$ cat config.mk
export PLATFORM = sky130hd
export DESIGN_NAME = block_merge
export DESIGN_NICKNAME = d
export VERILOG_FILES = /design/src/rtl/block_merge.sv
export SDC_FILE = /design/constraint.sdc
export NUM_CORES = 1
export LEC_CHECK = 0
export ABC_AREA = 1
export CORE_UTILIZATION = 25
export DETAILED_ROUTE_END_ITERATION = 7
export SLEW_MARGIN = 5
export SYNTH_ARGS = -nofsm -noshare
export SYNTH_HDL_FRONTEND = slang
export SYNTH_SLANG_ARGS = --single-unit
$ cat constraint.sdc
create_clock -name clk -period 16.43 [get_ports clk]
set_clock_uncertainty 0.1 [all_clocks]
set_input_delay 3.286 -clock clk [delete_from_list [all_inputs] [get_ports clk]]
set_output_delay 3.286 -clock clk [all_outputs]
set_load 0.05 [all_outputs]
$ cat src/rtl/block_merge.sv
// Merges four denoised 3x3 blocks into one 6x6 tile and queues tiles in a
// small register FIFO, tracking each tile's position within the frame.
module block_merge #(
  parameter  int BIT_WIDTH       = 8,
  parameter  int DEPTH           = 2,
  parameter  int TILES_PER_FRAME = 16,
  localparam int IDX_W           = $clog2(TILES_PER_FRAME)
) (
  input  logic                      clk,
  input  logic                      rst,
  input  logic                      in_valid,
  output logic                      in_ready,
  input  logic [9*BIT_WIDTH-1:0]    block_in_0,
  input  logic [9*BIT_WIDTH-1:0]    block_in_1,
  input  logic [9*BIT_WIDTH-1:0]    block_in_2,
  input  logic [9*BIT_WIDTH-1:0]    block_in_3,
  output logic                      out_valid,
  input  logic                      out_ready,
  output logic [36*BIT_WIDTH-1:0]   pixel_out,
  output logic                      out_last,
  output logic [IDX_W-1:0]          tile_idx
);
  localparam int PW = $clog2(DEPTH);
  localparam int CW = $clog2(DEPTH + 1);
  localparam int TW = 36 * BIT_WIDTH;

  logic [TW-1:0]                 mem_q [DEPTH];
  logic [PW-1:0]                 wptr_q, wptr_d, rptr_q, rptr_d;
  logic [CW-1:0]                 count_q, count_d;
  logic [IDX_W-1:0]              idx_q, idx_d;
  logic                          push, pop;
  logic [TW-1:0]                 tile;
  logic [3:0][9*BIT_WIDTH-1:0]   blk;

  assign blk = {block_in_3, block_in_2, block_in_1, block_in_0};

  // Block n lands in quadrant (n/2, n%2); each quadrant is a 3x3 offset.
  for (genvar n = 0; n < 4; n++) begin : g_blk
    for (genvar r = 0; r < 3; r++) begin : g_row
      for (genvar c = 0; c < 3; c++) begin : g_col
        assign tile[BIT_WIDTH*(6*(r+3*(n/2)) + c+3*(n%2)) +: BIT_WIDTH] =
          blk[n][BIT_WIDTH*(3*r+c) +: BIT_WIDTH];
      end
    end
  end

  assign in_ready  = (count_q < CW'(DEPTH)) && !rst;
  assign out_valid = (count_q != '0);
  assign push      = in_valid && in_ready;
  assign pop       = out_valid && out_ready && !rst;
  // Gate with out_valid so a drained buffer never shows stale pixels.
  assign pixel_out = out_valid ? mem_q[rptr_q] : '0;
  assign tile_idx  = idx_q;
  assign out_last  = out_valid && (idx_q == IDX_W'(TILES_PER_FRAME - 1));

  always_comb begin
    wptr_d  = wptr_q;
    rptr_d  = rptr_q;
    idx_d   = idx_q;
    count_d = count_q;
    if (push) wptr_d = (wptr_q == PW'(DEPTH - 1)) ? '0 : wptr_q + PW'(1);
    if (pop) begin
      rptr_d = (rptr_q == PW'(DEPTH - 1)) ? '0 : rptr_q + PW'(1);
      idx_d  = (idx_q == IDX_W'(TILES_PER_FRAME - 1)) ? '0 : idx_q + IDX_W'(1);
    end
    case ({push, pop})
      2'b10:   count_d = count_q + CW'(1);
      2'b01:   count_d = count_q - CW'(1);
      default: count_d = count_q;
    endcase
  end

  always_ff @(posedge clk) begin
    if (rst) begin
      wptr_q  <= '0;
      rptr_q  <= '0;
      idx_q   <= '0;
      count_q <= '0;
      for (int i = 0; i < DEPTH; i++) mem_q[i] <= '0;
    end else begin
      if (push) mem_q[wptr_q] <= tile;
      wptr_q  <= wptr_d;
      rptr_q  <= rptr_d;
      idx_q   <= idx_d;
      count_q <= count_d;
    end
  end
endmodule

* Word level (Yosys, flattened, before mapping) *
Memory sizes are Yosys's and may differ from the RTL's. A register that Yosys moved wholly into a read port is not among the register bits.
Index checks and enable logic that the tools add are counted.

word-level totals
  register bits = 8
  RAM bits = 576
  logic and storage cells = 38
  memories = 1

operators by class
  add/subtract/negate cells = 5
  $lt $le $gt $ge = 1
  equal/unequal tests = 3
  mux-type cells = 15
  reductions and logical operators = 9

memories
  memory  words  bits a word  rd ports  clocked after memory_dff  write ports  RTL line  RTL
  mem_q   2      288          1         1                         2            27        logic [TW-1:0] mem_q [DEPTH];

operators with widths
  kind                 number
  $mux 288             2
  $reduce_or 288->1    1
  $mux 1               11
  $logic_and 1x1->1    5
  $add 4x1->4 const B  1
  $eq 4x4->1 const B   1
  $mux 4               1
  $pmux 2 s2           1
  $reduce_bool 2->1    2
  $add 1x1->1 const B  2
  $add 2x1->2 const B  1
  $eq 2x1->1 const B   1
  $eq 2x2->1 const B   1
  $lt 2x2->1 const B   1
  $sub 2x1->2 const B  1
  $logic_not 1->1      1

* Logic depth before layout (Yosys ltp) *
  word-level depth = 8
  depth in mapped cells = 10
  gate-level depth less buffers = 10

* Least setup slack after synthesis *
No wires, ideal clock.

  kind = input-to-reg
  start = input port rst
  end = memory mem_q[0][0] (netlist bit) (enable)
  library setup time = 664 ps
  arrival time = 10297 ps
  setup slack = 5369 ps
  cell stages on the path = 7
  path buffers = 2
  cells stage by stage = nor2_4 > nand2_2 > inv_2 > nand2_4 > buf_2 > buf_6 > nand2_1

RTL lines
  element      RTL line  RTL
  from (decl)  10        input logic rst,
  to (decl)    27

* Worst setup path after layout *
  start = input port rst
  end = output port in_ready

between the ends
  cells in the longest elaborated chain, start to end = 2

ends and longest elaborated chain
  element            RTL line  RTL
  $logic_not 1->1    47        assign in_ready = (count_q < CW'(DEPTH)) && !rst;
  $logic_and 1x1->1  47
  to (decl)          12        output logic in_ready,

Every way passes these cells.

==> results.ini <==
[floorplan]
initial_core_util_pct=25.3
row_count=116
io_pins=587
dieArea_sq_mm=0.103
die_y_um=321
core_area_sq_mm=0.100
dieWidth_um=321

[detailed_routing]
met3_length_um=6040
first_iter_violations=1231
met1_length_um=28700
dr.pass1.iters=5
ant_nets=0
vias=18786
wl_um=74100
avgViaCountPerCell=4.21
maxUsedRoutingLayer=met5
drc=0
dr_wl_met2_um=36900
wl_per_cell_um=16.6

[hold_path]
min_path_cells=2
hold_path.class=register to register
hp-start=rptr_q

[clocking]
clkTransAtPathRegs_ns=0.05
cts_tree=yes
cts_setup_buffers=0
clockBufferDepth=3
root_buffer=clkbuf_16
clock_latency_ns=0.61
cts.repair.resized=0
cts_max_level=3
cts_sinks=585
cts_inserted_buffers=69
hold_buffers=0

[worst_setup_path]
path_class=input pin to output port
cp-start-kind=input pin
end_kind=output port
required_ns=13.04
reg2reg_depth=7
r2r_slack_ns=12.30
crit_arrival_ns=4.76
r2r_end=mem_q[0][112]
r2r_start=count_q[1]
crit_path_max_fanout=4

[pwr]
total_power_mw=3.88
power_density_mw_per_mm2=112
ir_drop_uv=65.9
p_leak_nw=13.5

[cells_and_area]
instances_no_fill=4459
drive_gt1_share_pct=4.16
multi_input_area_sq_mm=0.00605
syn_to_final_growth_pct=35.7
regArea_sq_mm=0.0175
nets=3346
mostFrequentLayoutCells=nand2_1 (593), clkdlybuf4s50_1 (586), nor2_1 (584)
stdcell_area_sq_mm=0.0345
final_common_cell=nand2_1
fillCellCount=10174

[place]
hpwl_um=45200
portBuffers=586
dpl.cell_count=4338
placed_area_sq_mm=0.0324
globalplace.congestion=0.756

[yosys]
yosysUniqueCellTypes=19
syn_area_sq_mm=0.0254
yosys_register_bits=585
yosysWarningCount=0
synth_nets=2822
postSynthAreaPerCell_sq_um=10.1
syn-instance-count=2528
seq_area_frac_synth_pct=68.8

[sta]
relSlewSlack_pct=28.5
fin_crit_ns=8.15
worst_slew_pin_slew_ns=1.07
drv_slew=0
finalSetupViolCount=0
rsz0062_at_grt=no
fin_setup_tns_ns=0
min_period_over_period_pct=49.6
fmax_mhz=123
hold_viol=0

[grt]
grt_start_max_net_pins=144
grt_pass1_wl_um=109000
antenna_found_initial=6
grt_overflow=0
grt_pass1_vias=18396
track_usage_pct=13.9

[run_status]
status=finished clean

[run]
maxCapViolations=0

[metrics by stage]
| stage | utilization, % | setup WS [ns] | hold slack [ns] |
|---|---|---|---|
| finish | 34.3 | 8.28 | 0.413 |
| global route | 34.3 | 8.21 | 0.450 |
| CTS | 34.3 | 8.28 | 0.418 |
| detailed placement | 32.3 | 8.29 | 0.404 |
| global placement | 32.3 | 8.29 | 0.378 |
| floorplan | - | 5.37 | 0.367 |
[how the worst max path moves through the flow]
| stage | slack (ns) | endpoint | start |
|---|---|---|---|
| 2_1_floorplan | 5.37 | mem_q[0][0] | rst |
| 3_3_place_gp | 8.29 | in_ready | rst |
| 3_5_place_dp | 8.29 | in_ready | rst |
| 4_1_cts | 8.28 | in_ready | rst |
| 5_1_grt | 8.21 | pixel_out[172] | register |
| 6_report | 8.28 | in_ready | rst |
[synthesized netlist by cell type]
master / instances / area (sq um)
dfxtp_1: 9 / 180
nand2_4: 2 / 22.5
edfxtp_1: 576 / 17300
buf_2: 116 / 581
xor2_1: 1 / 8.76
nand2_2: 1 / 6.26
inv_2: 2 / 7.51
nor2_2: 1 / 6.26
nand2_1: 595 / 2230
o21ai_0: 3 / 15.0
ha_1: 2 / 25.0
buf_4: 9 / 67.6
a21oi_1: 293 / 1470
clkbuf_1: 26 / 97.6
buf_6: 6 / 67.6
nor2_1: 585 / 2200
nand3_1: 3 / 15.0
inv_1: 297 / 1110
nor2_4: 1 / 11.3
[layout make-up]
class | instances | share of cell area, %
Sequential cell | 585 | 50.7
Timing Repair Buffer | 610 | 17.6
Multi-Input combinational cell | 1487 | 17.5
Clock buffer | 86 | 5.34
Tap cell | 1357 | 4.92
Inverter | 299 | 3.28
Clock inverter | 33 | 0.664
Antenna cell | 2 | 0.0145
[power breakdown]
part,switching (mW),leakage (nW),internal (mW)
Combinational,0.475,6.44,0.211
Clock,0.603,1.01,0.813
Sequential,0.0266,6.10,1.75
[sequential cells by signal, indices dropped and copies added, names as in the netlist, named ones only]
name and cells:
wptr_q 1, rptr_q 1, tile_idx 4, count_q 2
mem_q 576
[per-layer routing]
layer	GRT usage (%)	up-vias
met5	0	-
met4	4.85	8
met3	5.04	133
met2	23.8	532
met1	15.8	8969
li1	-	9144
[cell families (layout without fill, tap and decap cells)]
family | Yosys count | after routing | share of synthesized area [%]
AOI/OAI and AO/OA | 296 | 296 | 5.83
xor gates and xnor gates | 1 | 1 | 0.0345
adders and majority gates | 2 | 2 | 0.0984
buffers and inverters | 456 | 1028 | 7.62
DFF | 585 | 585 | 68.8
other | 0 | 2 | 0
and+or+nand+nor | 1188 | 1188 | 17.7
[critical path, cell delays in order]
cell and delay [ns]:
clkdlybuf4s50_1 0.52, nor2_4 0.14, clkdlybuf4s50_1 0.81
Note: power is estimated with default switching activity, not from simulation.
